### config.mk
export PLATFORM = sky130hd
export DESIGN_NAME = serv_alu
export DESIGN_NICKNAME = d
export VERILOG_FILES = /design/src/rtl/serv_alu.sv
export SDC_FILE = /design/constraint.sdc
export NUM_CORES = 1
export LEC_CHECK = 0
export BUFFER_PORTS_ARGS = -buffer_cell sky130_fd_sc_hd__buf_2
export CORE_AREA = 4 4 41 43
export DETAILED_ROUTE_END_ITERATION = 10
export DIE_AREA = 0 0 45 47
export GPL_TIMING_DRIVEN = 0
export SLEW_MARGIN = 10
export SYNTH_ARGS = -nofsm -noshare
export SYNTH_HDL_FRONTEND = slang
export SYNTH_SLANG_ARGS = --single-unit
### constraint.sdc
create_clock -name clk -period 2.4 [get_ports clk]
set_input_delay 0.24 -clock clk [delete_from_list [all_inputs] [get_ports clk]]
set_output_delay 0.24 -clock clk [all_outputs]
set_load 0.005 [all_outputs]
### src/rtl/serv_alu.sv
// Bit-serial ALU: add/sub, boolean ops and compare, processed W bits per
// cycle over a 32-bit operand. Carry and compare state chain across chunks.
module serv_alu #(
  parameter int unsigned W = 1
) (
  input  logic         clk,
  input  logic         i_rst,
  input  logic         i_en,
  input  logic         i_cnt0,
  input  logic         i_sub,
  input  logic [1:0]   i_bool_op,
  input  logic         i_cmp_eq,
  input  logic         i_cmp_sig,
  input  logic [2:0]   i_rd_sel,
  input  logic [W-1:0] i_rs1,
  input  logic [W-1:0] i_op_b,
  input  logic [W-1:0] i_buf,
  output logic         o_cmp,
  output logic [W-1:0] o_rd
);

  localparam int unsigned B = W - 1;

  logic         carry_q;
  logic         cmp_q;
  logic [W-1:0] b_inv;
  logic         carry_in;
  logic [W:0]   add_sum;
  logic [W-1:0] result_add;
  logic         cout;
  logic         result_lt;
  logic         result_eq;
  logic [W-1:0] result_bool;
  logic [W-1:0] result_slt;

  // Reserved buffer chunk has no effect on any output.
  logic unused_buf;
  assign unused_buf = ^i_buf;

  // Adder, compare and boolean datapath; a new operation (i_cnt0) ignores
  // whatever state the previous one left behind.
  always_comb begin
    b_inv      = i_op_b ^ {W{i_sub}};
    carry_in   = i_cnt0 ? i_sub : carry_q;
    add_sum    = {1'b0, i_rs1} + {1'b0, b_inv} + {{W{1'b0}}, carry_in};
    result_add = add_sum[W-1:0];
    cout       = add_sum[W];

    // Sign bits folded in so one subtract serves both signed and unsigned.
    result_lt = (i_rs1[B] & i_cmp_sig) ^ ~(i_op_b[B] & i_cmp_sig) ^ cout;
    result_eq = ~|result_add & (cmp_q | i_cnt0);
    o_cmp     = i_cmp_eq ? result_eq : result_lt;

    result_bool = ((i_rs1 ^ i_op_b) & ~{W{i_bool_op[0]}})
                | ({W{i_bool_op[1]}} & i_rs1 & i_op_b);

    // SLT emits the compare result in the LSB chunk only.
    result_slt    = '0;
    result_slt[0] = cmp_q & i_cnt0;
  end

  // Result mux: AND-OR of one-hot selects, all-zero select gives zero.
  always_comb begin
    o_rd = ({W{i_rd_sel[0]}} & result_add)
         | ({W{i_rd_sel[1]}} & result_slt)
         | ({W{i_rd_sel[2]}} & result_bool);
  end

  // Carry clears whenever idle; compare result holds until next enabled cycle.
  always_ff @(posedge clk or posedge i_rst) begin
    if (i_rst) begin
      carry_q <= 1'b0;
      cmp_q   <= 1'b0;
    end else begin
      carry_q <= i_en & cout;
      if (i_en) begin
        cmp_q <= o_cmp;
      end
    end
  end

endmodule

# Word-level counts from Yosys, hierarchy flattened

Cells that the tools add are included.

Mux-type cells: 2
Bitwise operators: 21
Reduce and logical (&&, ||, !) cells: 1
Add/sub/neg operators: 2

Operator list:

| kind            | number |
|---|---|
| $and 1x1->1     | 11 |
| $or 1x1->1      | 4 |
| $xor 1x1->1     | 4 |
| $add 1x1->2     | 1 |
| $add 2x1->2     | 1 |
| $mux 1          | 2 |
| $not 1->1       | 2 |
| $logic_not 1->1 | 1 |

Output and inout port bits: 2
Register bits after elaboration: 2
Logic and storage cells: 28
Input bits: 15

# Longest topological paths before layout

Word-level depth: 6
Mapped depth: 5
Depth with buffers taken out: 5

# Worst setup path before layout

Ideal clock, no wire load.

Path kind: register to output
From: register carry_q
To: output o_rd
Cell stages (with the launch flop): 6
Path buffers: 0
Setup slack: 0.982 ns
Data required time: 2.160 ns
Arrival time: 1.178 ns
Path through: dfrtp_1 -> mux2i_1 -> fa_1 -> inv_1 -> a32oi_1 -> o21ai_0

Cells in the longest elaborated chain, start to end: 5

Ends and longest elaborated chain:

| item                   | line | text |
|---|---|---|
| start, declared        | 24   | `logic carry_q;` |
| start signal, assigned | 75   | `carry_q <= i_en & cout;` |
| $mux 1                 | 44   | `carry_in = i_cnt0 ? i_sub : carry_q;` |
| $add 2x1->2            | 45   | `add_sum = {1'b0, i_rs1} + {1'b0, b_inv} + {{W{1'b0}}, carry_in};` |
| $and 1x1->1            | 64   | `o_rd = ({W{i_rd_sel[0]}} & result_add)` |
| $or 1x1->1             | 65   | `\| ({W{i_rd_sel[1]}} & result_slt)` |
| $or 1x1->1             | 66   | `\| ({W{i_rd_sel[2]}} & result_bool);` |
| end, declared          | 19   | `output logic [W-1:0] o_rd` |

No other way between the ends.

# Worst setup path after layout

Ends and elaborated chain as after synthesis.

==> impl_results.md <==
- Yosys warns: 0
- Largest net degree at the start of global routing: 6
- Fin Setup TNS: 0 ns
- Post-Syn Area per Cell: 8.085 µm²
- Die area: 2115 µm²
- Post-synth ARST share: 100.0%
- Buf/Inv on CP: 2
- Grt total ovfl: 0
- Worst min path class: in2reg
- Post-CTS sizing: 0
- Post-synth EDFFs: 0
- Share of layout cells above drive strength 1: 40.00%
- Synth top cells by count: inv_1 (6), o21ai_0 (4)
- FF-to-FF path depth: 5
- Vias after detailed routing: 248
- Hold EP: cmp_q
- Filler cells: 152
- Maximum VDD drop: 153.0 µV
- Antenna-violating nets left: 0
- Worst Tran Pin Value: 0.1874 ns
- Yosys reg bits: 2
- Fin crit period: 1.812 ns
- Top cells by area, synth: dfrtp_1 (24%), inv_1 (11%), fa_1 (9.5%)
- Router iterations before antenna repair: 4
- Crit-path cells: mux2i_1, fa_1, inv_1, a32oi_1, o21ai_0, buf_2
- Fmax achieved: 552.0 MHz
- Max cap viols: 0
- # nets final: 63
- Most common cell in the netlist: inv_1
- Slew margin rel.: 87.15%
- # IOs: 17
- Port bufs: 15
- WL per Instance: 8.967 µm
- Ant diodes: 0
- Initial Util: 16.15%
- CTS clk-pin slew, worst paths: 0.03 ns
- Reg2Reg Setup Slack: 0.97 ns
- Num CTS Buffers: 3
- R2R Path End: cmp_q
- Area Overhead vs Synth: 60.12%
- Number of antenna violations at the first check in global routing: 0
- Seq/Total Area, Yosys: 23.81%
- Mapped Cells: 26
- Final setup viols: 0
- Endpoints failing hold: 0
- Drt first-iter violations: 7
- RR Startpoint: carry_q
- Number of global-route vias before repair: 247
- Core footprint: 1301 µm²
- GP Congestion: 0.6711
- Cell taking the most area after synthesis: dfrtp_1
- WP data arrival: 1.57 ns
- Top FF cell, synth: dfrtp_1
- Worst-Skew Late Latency: 0.22 ns
- Die H: 47 µm
- CP top delay family: adder cells
- Final Max Tran Viols: 0
- Post-Synthesis Net Count: 42
- Worst hold path depth: 2
- Critical Path Fanout Max: 2
- CTS Buffer Depth: 2
- Post-synth top area share: 23.81%
- Crit path required time: 2.16 ns
- RSZ-0062 raised after global routing: false
- Hold path startpoint: i_en
- Die Wd: 45 µm
- CP max-delay cell: fa_1
- Clk sinks: 2
- Netlist cell types: 14
- WHS: 0.2513 ns
- Period utilization: 75.48%
- PwrDens: 533.7 nW/µm²
- Worst setup SP type: flip-flop
- Status: finished clean
- Vias per Instance: 4.133
- CTS Hold Bufs: 1
- First-pass GRT wire length: 848 µm
- Final wirelength: 538 µm
- Worst Skew: 0.001088 ns
- Total GRT Usage: 6.255%
- Clk root buf: clkbuf_4
- # rows: 13
- H-Tree Level Count: 1
- Post-DP HPWL: 458.8 µm
- Crit end category: output port
- Setup Buffers After CTS: 0
- CP peak stage delay: 0.52 ns
- Cell Area, Synth: 210.2 µm²
- Pleak: 0.1810 nW
- Overall Power: 0.0001796 W
- DRC violations left: 0
- CTS tree: yes
- Critical path type: reg2out
stage by stage:
stage | cells | instance area, µm² | setup slack, ns | util, %
after floorplan | 26 | 210.2 | 0.9817 | -
after global placement | 56 | 304.0 | 0.6906 | 23.37
after detailed placement | 56 | 304.0 | 0.6766 | 23.37
after CTS | 60 | 336.6 | 0.5446 | 25.87
after global routing | 60 | 336.6 | 0.4328 | 25.87
final | 60 | 336.6 | 0.5885 | 25.87
report_power, final:
| part | total (W) | switching, W | internal (W) |
|---|---|---|---|
| clock | 0.0000744 | 0.0000192 | 0.0000552 |
| sequential | 0.0000428 | 0.00000335 | 0.0000395 |
| combinational | 0.0000624 | 0.0000293 | 0.0000331 |
final cells by class:
cell class	count	area [µm²]	area share (%)
Multi-Input combinational cell	18	137.6	40.89
Timing Repair Buffer	16	85.08	25.28
Sequential cell	2	50.05	14.87
Clock buffer	3	22.52	6.691
Inverter	6	22.52	6.691
Tap cell	15	18.77	5.576
logic make-up (layout without fill, tap and decap cells):
| kind of cell | Yosys count | in the layout | share of synthesized area, % |
|---|---|---|---|
| flops | 2 | 2 | 23.81 |
| mux | 2 | 2 | 9.524 |
| xor+xnor | 3 | 3 | 12.50 |
| fa+ha+maj | 1 | 1 | 9.524 |
| compound gates | 8 | 8 | 23.81 |
| buf+inv | 6 | 25 | 10.71 |
| simple gates | 4 | 4 | 10.12 |
layer usage:
metal / track usage (%) / share of wire, % / vias up
met2: 10.17 / 51 / 9
met4: 5.263 / 0 / 0
met5: 0 / 0 / -
met1: 5.034 / 39 / 111
met3: 4.598 / 10 / 0
li1: - / - / 128
worst max path at each step:
stage	from	to	slack, ns	cells after the start
floorplan	carry_q	o_rd	0.98	5
global placement	i_cnt0	o_rd	0.69	7
detailed placement	i_cnt0	o_rd	0.68	7
CTS	carry_q	o_rd	0.54	6
global route	carry_q	o_rd	0.43	6
finish	carry_q	o_rd	0.59	6
state kept, by name, indices dropped and copies added, names as in the netlist:
register and cells:
cmp_q 1, carry_q 1
placed cells by master, fill, tap and decap left out, types with 2 or more instances in the layout:
| cell | n |
|---|---|
| nand2_1 | 2 |
| clkbuf_4 | 3 |
| o21ai_0 | 4 |
| xor2_1 | 2 |
| inv_1 | 6 |
| mux2i_1 | 2 |
| buf_2 | 15 |
| dfrtp_1 | 2 |
(Power assumes the default switching activity.)
